--- src/rtl/mmm_pkg.sv ---
// Shared types and constants for the Montgomery multiplier sequencer.
package mmm_pkg;

  typedef enum logic [5:0] {
    IDLE    = 6'b000001,
    CLEAR   = 6'b000010,
    LOAD    = 6'b000100,
    ITER    = 6'b001000,
    CORRECT = 6'b010000,
    DONE    = 6'b100000
  } mmm_state_e;

  localparam int MMM_WIDTH_DEF = 4;

  // Cycles from the accepting edge to the DONE cycle: clear, load, WIDTH iterations, correct, done.
  function automatic int mmm_latency(input int width);
    return width + 4;
  endfunction

  function automatic int mmm_cnt_w(input int width);
    return (width > 1) ? $clog2(width) : 1;
  endfunction

  localparam int MMM_LATENCY = mmm_latency(MMM_WIDTH_DEF);

endpackage

--- src/rtl/mmm_iter_cnt.sv ---
// Bit-index counter for the shift-accumulate phase; wraps to zero after the terminal count.
module mmm_iter_cnt #(
  parameter int WIDTH = 4,
  parameter int CNT_W = 2
) (
  input  logic             clk,
  input  logic             rst,
  input  logic             clr_i,
  input  logic             inc_i,
  output logic [CNT_W-1:0] cnt_o,
  output logic             tc_o
);

  logic [CNT_W-1:0] cnt_q;
  logic [CNT_W-1:0] cnt_d;

  assign tc_o  = (cnt_q == CNT_W'(WIDTH - 1));
  assign cnt_o = cnt_q;

  always_comb begin
    cnt_d = cnt_q;
    if (clr_i) begin
      cnt_d = '0;
    end else if (inc_i) begin
      cnt_d = tc_o ? '0 : cnt_q + CNT_W'(1);
    end else begin
      cnt_d = cnt_q;
    end
  end

  always_ff @(posedge clk or posedge rst) begin
    if (rst) begin
      cnt_q <= '0;
    end else begin
      cnt_q <= cnt_d;
    end
  end

endmodule

--- src/rtl/mmm_seq_ctrl.sv ---
// Sequencer for the bit-serial Montgomery multiplier: clear, load, WIDTH iterations,
// conditional subtraction, done.
module mmm_seq_ctrl
  import mmm_pkg::*;
#(
  parameter int WIDTH = 4,
  localparam int CNT_W = mmm_cnt_w(WIDTH)
) (
  input  logic             clk,
  input  logic             rst,
  input  logic             en,
  input  logic             start,
  input  logic             abort,
  input  logic             ge_n,
  output logic             mmm_en,
  output logic             ld_a,
  output logic             rst_mmm,
  output logic [CNT_W-1:0] bit_idx,
  output logic             sub_sel,
  output logic             busy,
  output logic             done
);

  mmm_state_e state_q;
  mmm_state_e state_d;
  logic       rst_mmm_q;
  logic       abort_s;
  logic       cnt_clr_s;
  logic       cnt_inc_s;
  logic       cnt_tc_s;

  // Abort only means something once an operation is underway.
  assign abort_s   = abort && (state_q != IDLE);
  assign cnt_clr_s = abort_s || ((state_q == CLEAR) && en);
  assign cnt_inc_s = (state_q == ITER) && en && !abort_s;

  mmm_iter_cnt #(
    .WIDTH (WIDTH),
    .CNT_W (CNT_W)
  ) u_cnt (
    .clk   (clk),
    .rst   (rst),
    .clr_i (cnt_clr_s),
    .inc_i (cnt_inc_s),
    .cnt_o (bit_idx),
    .tc_o  (cnt_tc_s)
  );

  always_comb begin
    state_d = state_q;
    if (abort_s) begin
      state_d = IDLE;
    end else if (en) begin
      case (state_q)
        IDLE:    state_d = (start && !abort) ? CLEAR : IDLE;
        CLEAR:   state_d = LOAD;
        LOAD:    state_d = ITER;
        ITER:    state_d = cnt_tc_s ? CORRECT : ITER;
        CORRECT: state_d = DONE;
        DONE:    state_d = IDLE;
        default: state_d = IDLE;
      endcase
    end else begin
      state_d = state_q;
    end
  end

  always_ff @(posedge clk or posedge rst) begin
    if (rst) begin
      state_q   <= IDLE;
      rst_mmm_q <= 1'b1;
    end else begin
      state_q   <= state_d;
      rst_mmm_q <= (state_d != CLEAR);
    end
  end

  assign rst_mmm = rst_mmm_q;
  assign mmm_en  = en && (state_q inside {LOAD, ITER, CORRECT});
  assign ld_a    = en && (state_q == LOAD);
  assign sub_sel = (state_q == CORRECT) && ge_n;
  assign busy    = (state_q != IDLE);
  assign done    = (state_q == DONE);

endmodule

--- config.mk ---
export PLATFORM = sky130hd
export DESIGN_NAME = mmm_seq_ctrl
export DESIGN_NICKNAME = d
export VERILOG_FILES = /design/src/rtl/mmm_pkg.sv /design/src/rtl/mmm_iter_cnt.sv /design/src/rtl/mmm_seq_ctrl.sv
export SDC_FILE = /design/constraint.sdc
export NUM_CORES = 1
export LEC_CHECK = 0
export CORE_MARGIN = 2
export CORE_UTILIZATION = 47
export CTS_BUF_LIST = sky130_fd_sc_hd__clkbuf_8
export DETAILED_ROUTE_END_ITERATION = 7
export PLACE_DENSITY = 0.83
export SETUP_SLACK_MARGIN = 0.4
export SYNTH_ARGS = -nofsm -noshare
export SYNTH_HDL_FRONTEND = slang
export SYNTH_SLANG_ARGS = --single-unit
--- constraint.sdc ---
create_clock -name clk -period 1.5 [get_ports clk]
set_input_delay 0.225 -clock clk [delete_from_list [all_inputs] [get_ports clk]]
set_output_delay 0.225 -clock clk [all_outputs]
set_load 0.1 [all_outputs]
==> results of run 1 <==
logic make-up (layout without fill, tap and decap cells):
kind of cell             after synthesis  count (layout)  share of synthesized area (%)
AND/OR/NAND/NOR                       33              33                           32.4
adder cells (fa/ha/maj)                1               1                           1.80
multiplexers                           2               2                           2.88
flip-flops                             9               9                           32.7
buffers and inverters                 11              50                           9.17
AO/OA/AOI/OAI                         18              18                           19.8
XOR/XNOR                               1               1                           1.26
cell usage after synthesis:
| master | n |
|---|---|
| dfstp_2 | 2 |
| a21oi_1 | 5 |
| and2_1 | 1 |
| a22oi_1 | 1 |
| nand3_1 | 1 |
| a21oi_2 | 1 |
| or3_1 | 1 |
| buf_4 | 1 |
| clkbuf_1 | 2 |
| a2111o_1 | 1 |
| o211a_1 | 1 |
| a21bo_1 | 1 |
| nand2b_1 | 2 |
| buf_2 | 3 |
| xor2_1 | 1 |
| nand2_1 | 6 |
| a22o_1 | 1 |
| nor3b_1 | 1 |
| nor2_1 | 8 |
| ha_1 | 1 |
| nand3_2 | 1 |
| and3_1 | 2 |
| nor4_1 | 1 |
| a31o_1 | 2 |
| nor4_4 | 1 |
| a41o_1 | 1 |
| and4b_1 | 1 |
| inv_1 | 3 |
| buf_6 | 2 |
| o21ai_0 | 1 |
| nand4_1 | 2 |
| nor3_1 | 3 |
| mux2i_1 | 2 |
| dfrtp_1 | 7 |
| o2111ai_1 | 1 |
| nor4b_4 | 2 |
| a211oi_1 | 1 |
| o211ai_1 | 1 |
repair_timing:
item	in CTS	in global routing
gates cloned	0	0
pin swaps	10	5
buffers inserted	7	4
endpoints found under the setup margin	17	17
gates resized for setup	14	9
state kept, by name, indices dropped and copies added (netlist names):
signal,count
rst_mmm,1
state_q,6
u_cnt.cnt_o,2
power by group:
group          switching [mW]  leakage (nW)  internal, mW
Clock                   0.103        0.0255         0.181
Combinational           0.113         0.457        0.0996
Sequential             0.0106         0.106         0.251
path summary, 6_finish.rpt:
path	from	to	slack [ps]	depth (start not counted)
worst max-delay path	state_q[1]$_DFF_PP0_	ld_a	-250	3
worst min-delay path	rst	state_q[2]$_DFF_PP0_	280	2
min in group clk	u_cnt.cnt_o[1]$_DFFE_PP0P_	u_cnt.cnt_o[1]$_DFFE_PP0P_	650	2
worst max register to register	state_q[0]$_DFF_PP1_	rst_mmm$_DFF_PP1_	-180	5
worst min register to register	u_cnt.cnt_o[1]$_DFFE_PP0P_	u_cnt.cnt_o[1]$_DFFE_PP0P_	650	2
max in group asynchronous	rst	rst_mmm$_DFF_PP1_	920	2
through the flow:
step / TNS [ps] / setup WS (ps) / area [sq um]
after floorplan: -17.9 / -9.01 / 749
after global placement: -871 / -185 / 1060
after detailed placement: -1100 / -217 / 1060
after CTS: -1100 / -206 / 1210
after global routing: -2520 / -294 / 1290
final: -1840 / -245 / 1290
layer usage:
metal	up-vias	part of all wire [%]	wire [um]	GRT usage (%)
met3	12	7.5	216	13.4
met5	-	0	0	0
met1	402	39	1120	39.6
met4	0	4.4	125	20.6
li1	352	-	-	-
met2	52	49	1410	64.9
final cells by class:
class	instances	area, sq um
clock buffer	3	41.3
clock inverter	1	5.00
multi-input combinational	55	509
timing repair buffer	43	459
fill	26	47.5
inverter	3	11.3
sequential	9	241
tap	15	18.8
worst max-delay path, delay by kind of cell, from the launching register on:
family | cells | cell delay (ps)
flip-flops | 1 | 450
buffers and inverters | 1 | 170
AND/OR/NAND/NOR | 2 | 660
==> summary.md, run 1 <==
| Metric | Value |
|---|---|
| Die ar. | `1800 sq um` |
| Inst Count DP | `114` |
| Total power | `0.758 mW` |
| Post-route insts no fill | `129` |
| Drt first pass iters | `4` |
| Commonest non-fill, non-tap cell in the layout | `buf_4` |
| Fin. Hold Viols | `0` |
| Ant. Diodes | `0` |
| WL/cell | `22.2 um` |
| H-tree levels | `1` |
| Syn Area/Cell | `9.28 sq um` |
| Synth cell types | `38` |
| Die Height | `42.5 um` |
| Synthesis-to-layout area growth | `84.9%` |
| Starting Density | `52.2%` |
| Drt drc | `0` |
| Dpl hpwl | `1.57 mm` |
| Power per cell area | `589 nW/um^2` |
| CTS tree | `done` |
| Peak supply drop | `0.866 mV` |
| Mapped cell area | `696 sq um` |
| Most frequent cells in the layout | `buf_4, buf_12, nor2_1` |
| CP Cell Sequence | `nor4b_4 -> and3_4 -> buf_12` |
| Slew Limit Fails | `0` |
| Final worst-path cycle share | `116%` |
| Worst-Margin Slew | `448 ps` |
| Startpoint type of the worst setup path | `flop` |
| Initial antenna violation count | `0` |
| Final setup vio count | `12` |
| Required @ worst endpoint | `1270 ps` |
| Nets@finish | `122` |
| Worst hold path class | `in -> async` |
| Worst-Skew Late Latency | `240 ps` |
| Max-cap violations | `0` |
| Vias in the first global route | `911` |
| Critical path class | `reg -> out` |
| Max transition margin | `69.9%` |
| Vias | `818` |
| YS warnings | `0` |
| Crit path arrival time | `1520 ps` |
| Maximum fanout along the worst path | `4` |
| Die X | `42.5 um` |
| GRT overflow | `0` |
| Core ar. | `1330 sq um` |
| Hold_ws | `283 ps` |
| #FFs+latches synth | `9` |
| Failing checks | `setup timing` |
| Hold buffer count at CTS | `0` |
| Top-area cell type share of the netlist area | `25.2%` |
| Vias per cell | `6.34` |
| Crit path largest cell delay | `450 ps` |
| Fmax | `573 MHz` |
| CP Capture Type | `output port` |
| Final core utilization | `96.4%` |
| Num rows | `13` |
| Max Clock Skew | `4.13 ps` |
| Cells after Synth | `75` |
| Slowest cell on the critical path | `dfrtp_2` |
| Clk sinks | `9` |
| Final setup margin | `-245 ps` |
| First-pass GRT wire length | `4.80 mm` |
| Largest net degree at the start of global routing | `14` |
| Status | `complete, but fails checks` |
| Static Leakage | `0.588 nW` |
| Number of buffers created by CTS | `3` |
| Drt first-iter violations | `45` |
| Cell taking the most area after synthesis | `dfrtp_1` |
| Global placer's final weighted congestion | `0.874` |
| Number of port buffers | `13` |
| Unrepaired setup endpoints after global routing | `yes` |
| Area contributors post-synth | `dfrtp_1, dfstp_2, nor4b_4, nor2_1, a21oi_1` |
| Syn nets | `82` |
| Total global routing track utilization | `37.7%` |
| Clock-pin slew on the worst setup and hold paths | `50 ps` |
| Minimum clock period | `1750 ps` |
| Clock Root Buffer | `clkbuf_8` |
| Max Root-Sink Buffers | `2` |
| I/O Pins | `14` |
| Share of cells above drive strength 1 | `64.0%` |
| WL final | `2.86 mm` |
| Seq/Total Area, Yosys | `32.7%` |
| DRT antenna net count | `0` |
Note: power is estimated with default switching activity, not from simulation.
==> run 2: changes to the inputs <==
==> constraint.sdc (replaced) <==
create_clock -name clk -period 1.5 [get_ports clk]
set_input_delay 0.3 -clock clk [delete_from_list [all_inputs] [get_ports clk]]
set_output_delay 0.3 -clock clk [all_outputs]
set_load 0.1 [all_outputs]
==> run 2 against run 1 <==
  * The flow still finishes with violations (setup timing)
  * Highest routed layer unchanged
  * Register-to-register slack got worse by 20 ps
  * Non-clock buffer count decreased by 1
  * Largest cell class unchanged
  * Sequential share of layout area increased by 0.39 points
  * Cell area shrank 2.5%
  * Clock power down 2%
  * Worst hold slack gained 81 ps
  * Combinational power fell by 5%
  * Maximum frequency decreased by 1.9%
  * Clock skew is 0.82 ps lower
==> summary.md, run 2 (synthesized netlist as in run 1, its figures left out) <==
| Metric | Value |
|---|---|
| Share of cells above drive strength 1 | `61.9% (-2.1 points)` |
| Synthesis-to-layout area growth | `80.2%` |
| Maximum fanout along the worst path | `3 (-1)` |
| Vias | `809 (-1.1%)` |
| Max Root-Sink Buffers | `2 (unchanged)` |
| Vias per cell | `6.32 (-0.33%)` |
| Ant. Diodes | `0 (unchanged)` |
| CP Cell Sequence | `nor4b_4 -> and3_4 -> buf_12` |
| WL final | `2.66 mm (-7.0%)` |
| Static Leakage | `0.587 nW (-0.21%)` |
| Fmax | `562 MHz (-1.9%)` |
| Buffers plus inverters on the worst setup path | `1 (unchanged)` |
| Post-Place Worst Slack | `-304 ps (-87.7 ps)` |
| Global placer's final weighted congestion | `0.893 (+2.1%)` |
| Drt drc | `0 (unchanged)` |
| Number of port buffers | `13 (unchanged)` |
| GRT overflow | `0 (unchanged)` |
| Delay-heaviest family, CP | `simple AND/OR/NAND/NOR gates` |
| CP Capture Type | `output port` |
| Drt first-iter violations | `61 (+36%)` |
| Internal | `0.525 mW (-1.3%)` |
| Total global routing track utilization | `30.3% (-7.4 points)` |
| Die X | `42.5 um (unchanged)` |
| Required @ worst endpoint | `1200 ps (-70 ps)` |
| Status | `complete, but fails checks` |
| Met2 Track Usage GR | `48.9% (-16 points)` |
| Startpoint type of the worst setup path | `flop` |
| Combinational power share | `27.2% (-0.8 points)` |
| Peak supply drop | `0.586 mV (-32%)` |
| Core ar. | `1330 sq um (unchanged)` |
| Max transition margin | `74.8% (+4.9 points)` |
| I/O Pins | `14 (unchanged)` |
| Die Height | `42.5 um (unchanged)` |
| Largest net degree at the start of global routing | `14 (unchanged)` |
| Clock Root Buffer | `clkbuf_8` |
| Final worst-path cycle share | `119% (+2.2 points)` |
| Most flops, register | `state_q` |
| Final setup margin | `-279 ps (-33.7 ps)` |
| Sw Share | `29.3% (-0.47 points)` |
| Met1 GRT Util | `39.5% (-0.099 points)` |
| Die ar. | `1800 sq um (unchanged)` |
| CTS tree | `done` |
| Final core utilization | `94.0% (-2.4 points)` |
| WL/cell | `20.8 um (-6.2%)` |
| Crit path arrival time | `1480 ps (-40 ps)` |
| Fin. Hold Viols | `0 (unchanged)` |
| Reg power frac | `35.4% (+0.9 points)` |
| Worst-Margin Slew | `378 ps (-69.9 ps)` |
| Failing checks | `setup timing` |
| H-tree levels | `1 (unchanged)` |
| Final setup vio count | `12 (unchanged)` |
| Clock power share | `37.4% (about the same)` |
| Vias in the first global route | `791 (-13%)` |
| Max reg flops | `6 (unchanged)` |
| Crit path largest cell delay | `450 ps (about the same)` |
| Dpl hpwl | `1.47 mm (-6.7%)` |
| Commonest non-fill, non-tap cell in the layout | `buf_4` |
| Number of buffers created by CTS | `3 (unchanged)` |
| Met3 Use GR | `4.74% (-8.6 points)` |
| Num rows | `13 (unchanged)` |
| Worst-Skew Late Latency | `230 ps (about the same)` |
| Max Clock Skew | `3.30 ps (-0.822 ps)` |
| Slew Limit Fails | `0 (unchanged)` |
| Clock-pin slew on the worst setup and hold paths | `50 ps (about the same)` |
| Critical path class | `reg -> out` |
| Nets@finish | `121 (-0.82%)` |
| Starting Density | `52.2% (unchanged)` |
| Max-cap violations | `0 (unchanged)` |
| Most Crowded Layer GR | `met2` |
| DRT antenna net count | `0 (unchanged)` |
| Minimum clock period | `1780 ps (+33.7 ps)` |
| Switching power total | `0.218 mW (-3.5%)` |
| Hold buffer count at CTS | `0 (unchanged)` |
| Most frequent cells in the layout | `buf_4, buf_12, dfrtp_2, nor2_1, buf_6` |
| First-pass GRT wire length | `3.97 mm (-17%)` |
| Worst hold path class | `in -> async` |
| Slowest cell on the critical path | `dfrtp_2` |
| Initial antenna violation count | `0 (unchanged)` |
| Clk sinks | `9 (unchanged)` |
| Drt first pass iters | `4 (unchanged)` |
| Power per cell area | `593 nW/um^2 (+0.56%)` |
| Unrepaired setup endpoints after global routing | `yes` |
[run 2: worst reg2reg max path, cell delays in order (launching register included)]
cell and delay, ps:
dfstp_2 640, nor4b_4 330, buf_4 190, a2111o_1 190, a211oi_2 70, o2111ai_1 210
[run 2: path summary, 6_finish.rpt]
| path | startpoint | endpoint | slack, ps | cells after the start |
|---|---|---|---|---|
| worst max-delay path | state_q[1]$_DFF_PP0_ | ld_a | -280 | 3 |
| worst min-delay path | rst | u_cnt.cnt_o[1]$_DFFE_PP0P_ | 360 | 2 |
| worst max register to register | state_q[0]$_DFF_PP1_ | rst_mmm$_DFF_PP1_ | -200 | 5 |
| worst min register to register | u_cnt.cnt_o[0]$_DFFE_PP0P_ | u_cnt.cnt_o[0]$_DFFE_PP0P_ | 610 | 2 |
| max in group asynchronous | rst | state_q[0]$_DFF_PP1_ | 820 | 2 |
| min in group clk | u_cnt.cnt_o[0]$_DFFE_PP0P_ | u_cnt.cnt_o[0]$_DFFE_PP0P_ | 610 | 2 |
[run 2: layout make-up]
| class | count | area, sq um |
|---|---|---|
| tap | 15 | 18.8 |
| multi-input combinational | 55 | 493 |
| fill | 44 | 80.1 |
| timing repair buffer | 42 | 445 |
| clock buffer | 3 | 41.3 |
| inverter | 3 | 11.3 |
| clock inverter | 1 | 3.75 |
| sequential | 9 | 240 |
[run 2: metrics by stage]
stage	cell area, sq um	hold slack, ps	std cells	power [mW]	TNS [ps]
final	1250	364	128	0.743	-2260
after global routing	1250	422	128	0.770	-2750
after CTS	1210	350	127	0.724	-1370
after detailed placement	1060	595	115	0.426	-1810
after global placement	1060	584	115	0.422	-1630
after floorplan	749	126	75	0.363	-171
[run 2: timing repair]
action,in CTS,in global routing
pin swaps,13,8
gates resized for setup,15,8
buffers inserted,8,1
setup endpoints to repair,17,17
[run 2: metal layers]
layer  vias to the layer above  part of all wire (%)
li1                        351                     -
met1                       380                    42
met2                        64                    44
met3                        14                   9.6
met4                         0                   3.8
met5                         -                     0
[run 2: power groups by stage]
stage / sequential [mW] / clock [mW] / combinational, mW
CTS: 0.261 / 0.281 / 0.183
detailed placement: 0.263 / 0 / 0.163
floorplan: 0.259 / 0 / 0.104
global placement: 0.263 / 0 / 0.159
global route: 0.263 / 0.295 / 0.212
finish: 0.263 / 0.278 / 0.202
==> run 3: changes to the inputs <==
--- a/config.mk
+++ b/config.mk
@@ -10,6 +10,7 @@
 export CTS_BUF_LIST = sky130_fd_sc_hd__clkbuf_8
 export DETAILED_ROUTE_END_ITERATION = 7
 export PLACE_DENSITY = 0.83
+export RECOVER_POWER = 25
 export SETUP_SLACK_MARGIN = 0.4
 export SYNTH_ARGS = -nofsm -noshare
 export SYNTH_HDL_FRONTEND = slang
==> run 3 against run 2 <==
  * Highest routed layer unchanged
  * The run still ends with setup timing left
  * Clock power barely moved
  * Die area unchanged
  * First-iteration DRC count did not move
  * Global-route usage unchanged
  * Flip-flop and latch count did not move
  * Cell area unchanged
  * Sequential power about the same
  * Total power about the same
  * Wire length unchanged
  * Clock skew unchanged
==> summary.md, run 3 (synthesized netlist as in run 1, its figures left out) <==
| Metric | Value |
|---|---|
| Largest net degree at the start of global routing | `14 (unchanged)` |
| Max reg flops | `6 (unchanged)` |
| Drt first pass iters | `4 (unchanged)` |
| H-tree levels | `1 (unchanged)` |
| DRT antenna net count | `0 (unchanged)` |
| Final setup vio count | `12 (unchanged)` |
| Drt first-iter violations | `61 (unchanged)` |
| Power per cell area | `592 nW/um^2 (about the same)` |
| Peak supply drop | `0.586 mV (about the same)` |
| Most flops, register | `state_q` |
| Final setup margin | `-279 ps (unchanged)` |
| Final worst-path cycle share | `119% (unchanged)` |
| Core ar. | `1330 sq um (unchanged)` |
| Static Leakage | `0.587 nW (about the same)` |
| Post-route insts no fill | `128 (unchanged)` |
| Buffers plus inverters on the worst setup path | `1 (unchanged)` |
| Design Area, Final | `1250 sq um (unchanged)` |
| Slew Limit Fails | `0 (unchanged)` |
| First-pass GRT wire length | `3.97 mm (unchanged)` |
| Worst-Margin Slew | `378 ps (+0.0194 ps)` |
| Nets@finish | `121 (unchanged)` |
| Share of cells above drive strength 1 | `61.9% (unchanged)` |
| Die Height | `42.5 um (unchanged)` |
| Initial antenna violation count | `0 (unchanged)` |
| Die ar. | `1800 sq um (unchanged)` |
| CP Capture Type | `output port` |
| GRT overflow | `0 (unchanged)` |
| Max Clock Skew | `3.30 ps (unchanged)` |
| WL final | `2.66 mm (unchanged)` |
| Dpl cell area | `1060 sq um (unchanged)` |
| Hold buffer count at CTS | `0 (unchanged)` |
| Max-cap violations | `0 (unchanged)` |
| Global placer's final weighted congestion | `0.893 (unchanged)` |
| Drt drc | `0 (unchanged)` |
| Vias in the first global route | `791 (unchanged)` |
| Commonest non-fill, non-tap cell in the layout | `buf_4` |
| Max transition margin | `74.8% (about the same)` |
| Number of port buffers | `13 (unchanged)` |
| Maximum fanout along the worst path | `3 (unchanged)` |
| Synthesis-to-layout area growth | `80.2% (unchanged)` |
| Ant. Diodes | `0 (unchanged)` |
| Fmax | `562 MHz (unchanged)` |
| Die X | `42.5 um (unchanged)` |
| Starting Density | `52.2% (unchanged)` |
| Inst Count DP | `115 (unchanged)` |
| Number of buffers created by CTS | `3 (unchanged)` |
| Status | `complete, but fails checks` |
| Clock Root Buffer | `clkbuf_8` |
| Slowest cell on the critical path | `dfrtp_2` |
| Clock-pin slew on the worst setup and hold paths | `50 ps (about the same)` |
| Crit path arrival time | `1480 ps (about the same)` |
| Fin. Hold Viols | `0 (unchanged)` |
| Most frequent cells in the layout | `buf_4, buf_12, dfrtp_2, nor2_1, buf_6` |
| Critical path class | `reg -> out` |
| Required @ worst endpoint | `1200 ps (about the same)` |
| Dpl hpwl | `1.47 mm (unchanged)` |
| Minimum clock period | `1780 ps (unchanged)` |
| Delay-heaviest family, CP | `simple AND/OR/NAND/NOR gates` |
| I/O Pins | `14 (unchanged)` |
| Num rows | `13 (unchanged)` |
| Post-Place Worst Slack | `-304 ps (unchanged)` |
| CTS tree | `done` |
| Vias per cell | `6.32 (unchanged)` |
| Vias | `809 (unchanged)` |
| Startpoint type of the worst setup path | `flop` |
| Worst-Skew Late Latency | `230 ps (about the same)` |
| WL/cell | `20.8 um (unchanged)` |
| Total global routing track utilization | `30.3% (unchanged)` |
| Worst hold path class | `in -> async` |
| CP Cell Sequence | `nor4b_4 -> and3_4 -> buf_12` |
| Crit path largest cell delay | `450 ps (about the same)` |
| Clk sinks | `9 (unchanged)` |
| Failing checks | `setup timing` |
| Max Root-Sink Buffers | `2 (unchanged)` |
| Unrepaired setup endpoints after global routing | `yes` |
-- run 3: cell count changes in the layout (fill, tap and decap cells not counted), sizes merged --
| cell | delta |
|---|---|
| clkdlybuf4s50 | -1 |
| dlygate4sd3 | +1 |
-- run 3: what timing repair did --
action                                  CTS  global route
endpoints found under the setup margin   17            17
gates resized for setup                  15             8
buffers inserted                          8             1
pin swaps                                13             8
-- run 3: metrics by stage --
step | hold WS [ps] | util (%) | TNS [ps] | total power [mW]
6_report | 499 | 94.0 | -2260 | 0.742
5_1_grt | 552 | 94.0 | -2750 | 0.770
4_1_cts | 350 | 90.7 | -1370 | 0.724
3_5_place_dp | 595 | 79.7 | -1810 | 0.426
3_3_place_gp | 584 | 79.7 | -1630 | 0.422
2_1_floorplan | 126 | - | -171 | 0.363
-- run 3: layout make-up --
class | count | area (sq um)
Multi-Input combinational cell | 55 | 493
Timing Repair Buffer | 42 | 445
Sequential cell | 9 | 240
Fill cell | 44 | 80.1
Clock buffer | 3 | 41.3
Tap cell | 15 | 18.8
Inverter | 3 | 11.3
Clock inverter | 1 | 3.75
-- run 3: power by group --
group	leakage, nW	internal [mW]	switching (mW)
Combinational	0.454	0.0950	0.107
Clock	0.0269	0.179	0.0994
Sequential	0.107	0.251	0.0121
Total	0.587	0.524	0.218
-- run 3: worst paths after layout --
kind                                               to                       start  slack (ps)  cells after the start
max                                              ld_a        state_q[1]$_DFF_PP0_        -280                      3
min                        u_cnt.cnt_o[1]$_DFFE_PP0P_                         rst         500                      2
max reg2reg                         rst_mmm$_DFF_PP1_        state_q[0]$_DFF_PP1_        -200                      5
min reg2reg                u_cnt.cnt_o[0]$_DFFE_PP0P_  u_cnt.cnt_o[0]$_DFFE_PP0P_         610                      2
max in group asynchronous        state_q[0]$_DFF_PP1_                         rst         690                      2
min in group clk           u_cnt.cnt_o[0]$_DFFE_PP0P_  u_cnt.cnt_o[0]$_DFFE_PP0P_         610                      2
-- run 3: worst reg2reg max path, delay by kind of cell (launching register included) --
kind | cells | cell delay [ps]
DFF | 1 | 640
buffers and inverters | 1 | 190
and+or+nand+nor | 1 | 330
AOI/OAI and AO/OA | 3 | 470
-- run 3: routing by layer --
metal | share of wire, % | up-vias | track usage (%) | wire, um
met5 | 0 | - | 0 | 0
met4 | 3.8 | 0 | 13.8 | 101
met3 | 9.6 | 14 | 4.74 | 255
met2 | 44 | 64 | 48.9 | 1180
met1 | 42 | 380 | 39.5 | 1120
li1 | - | 351 | - | -
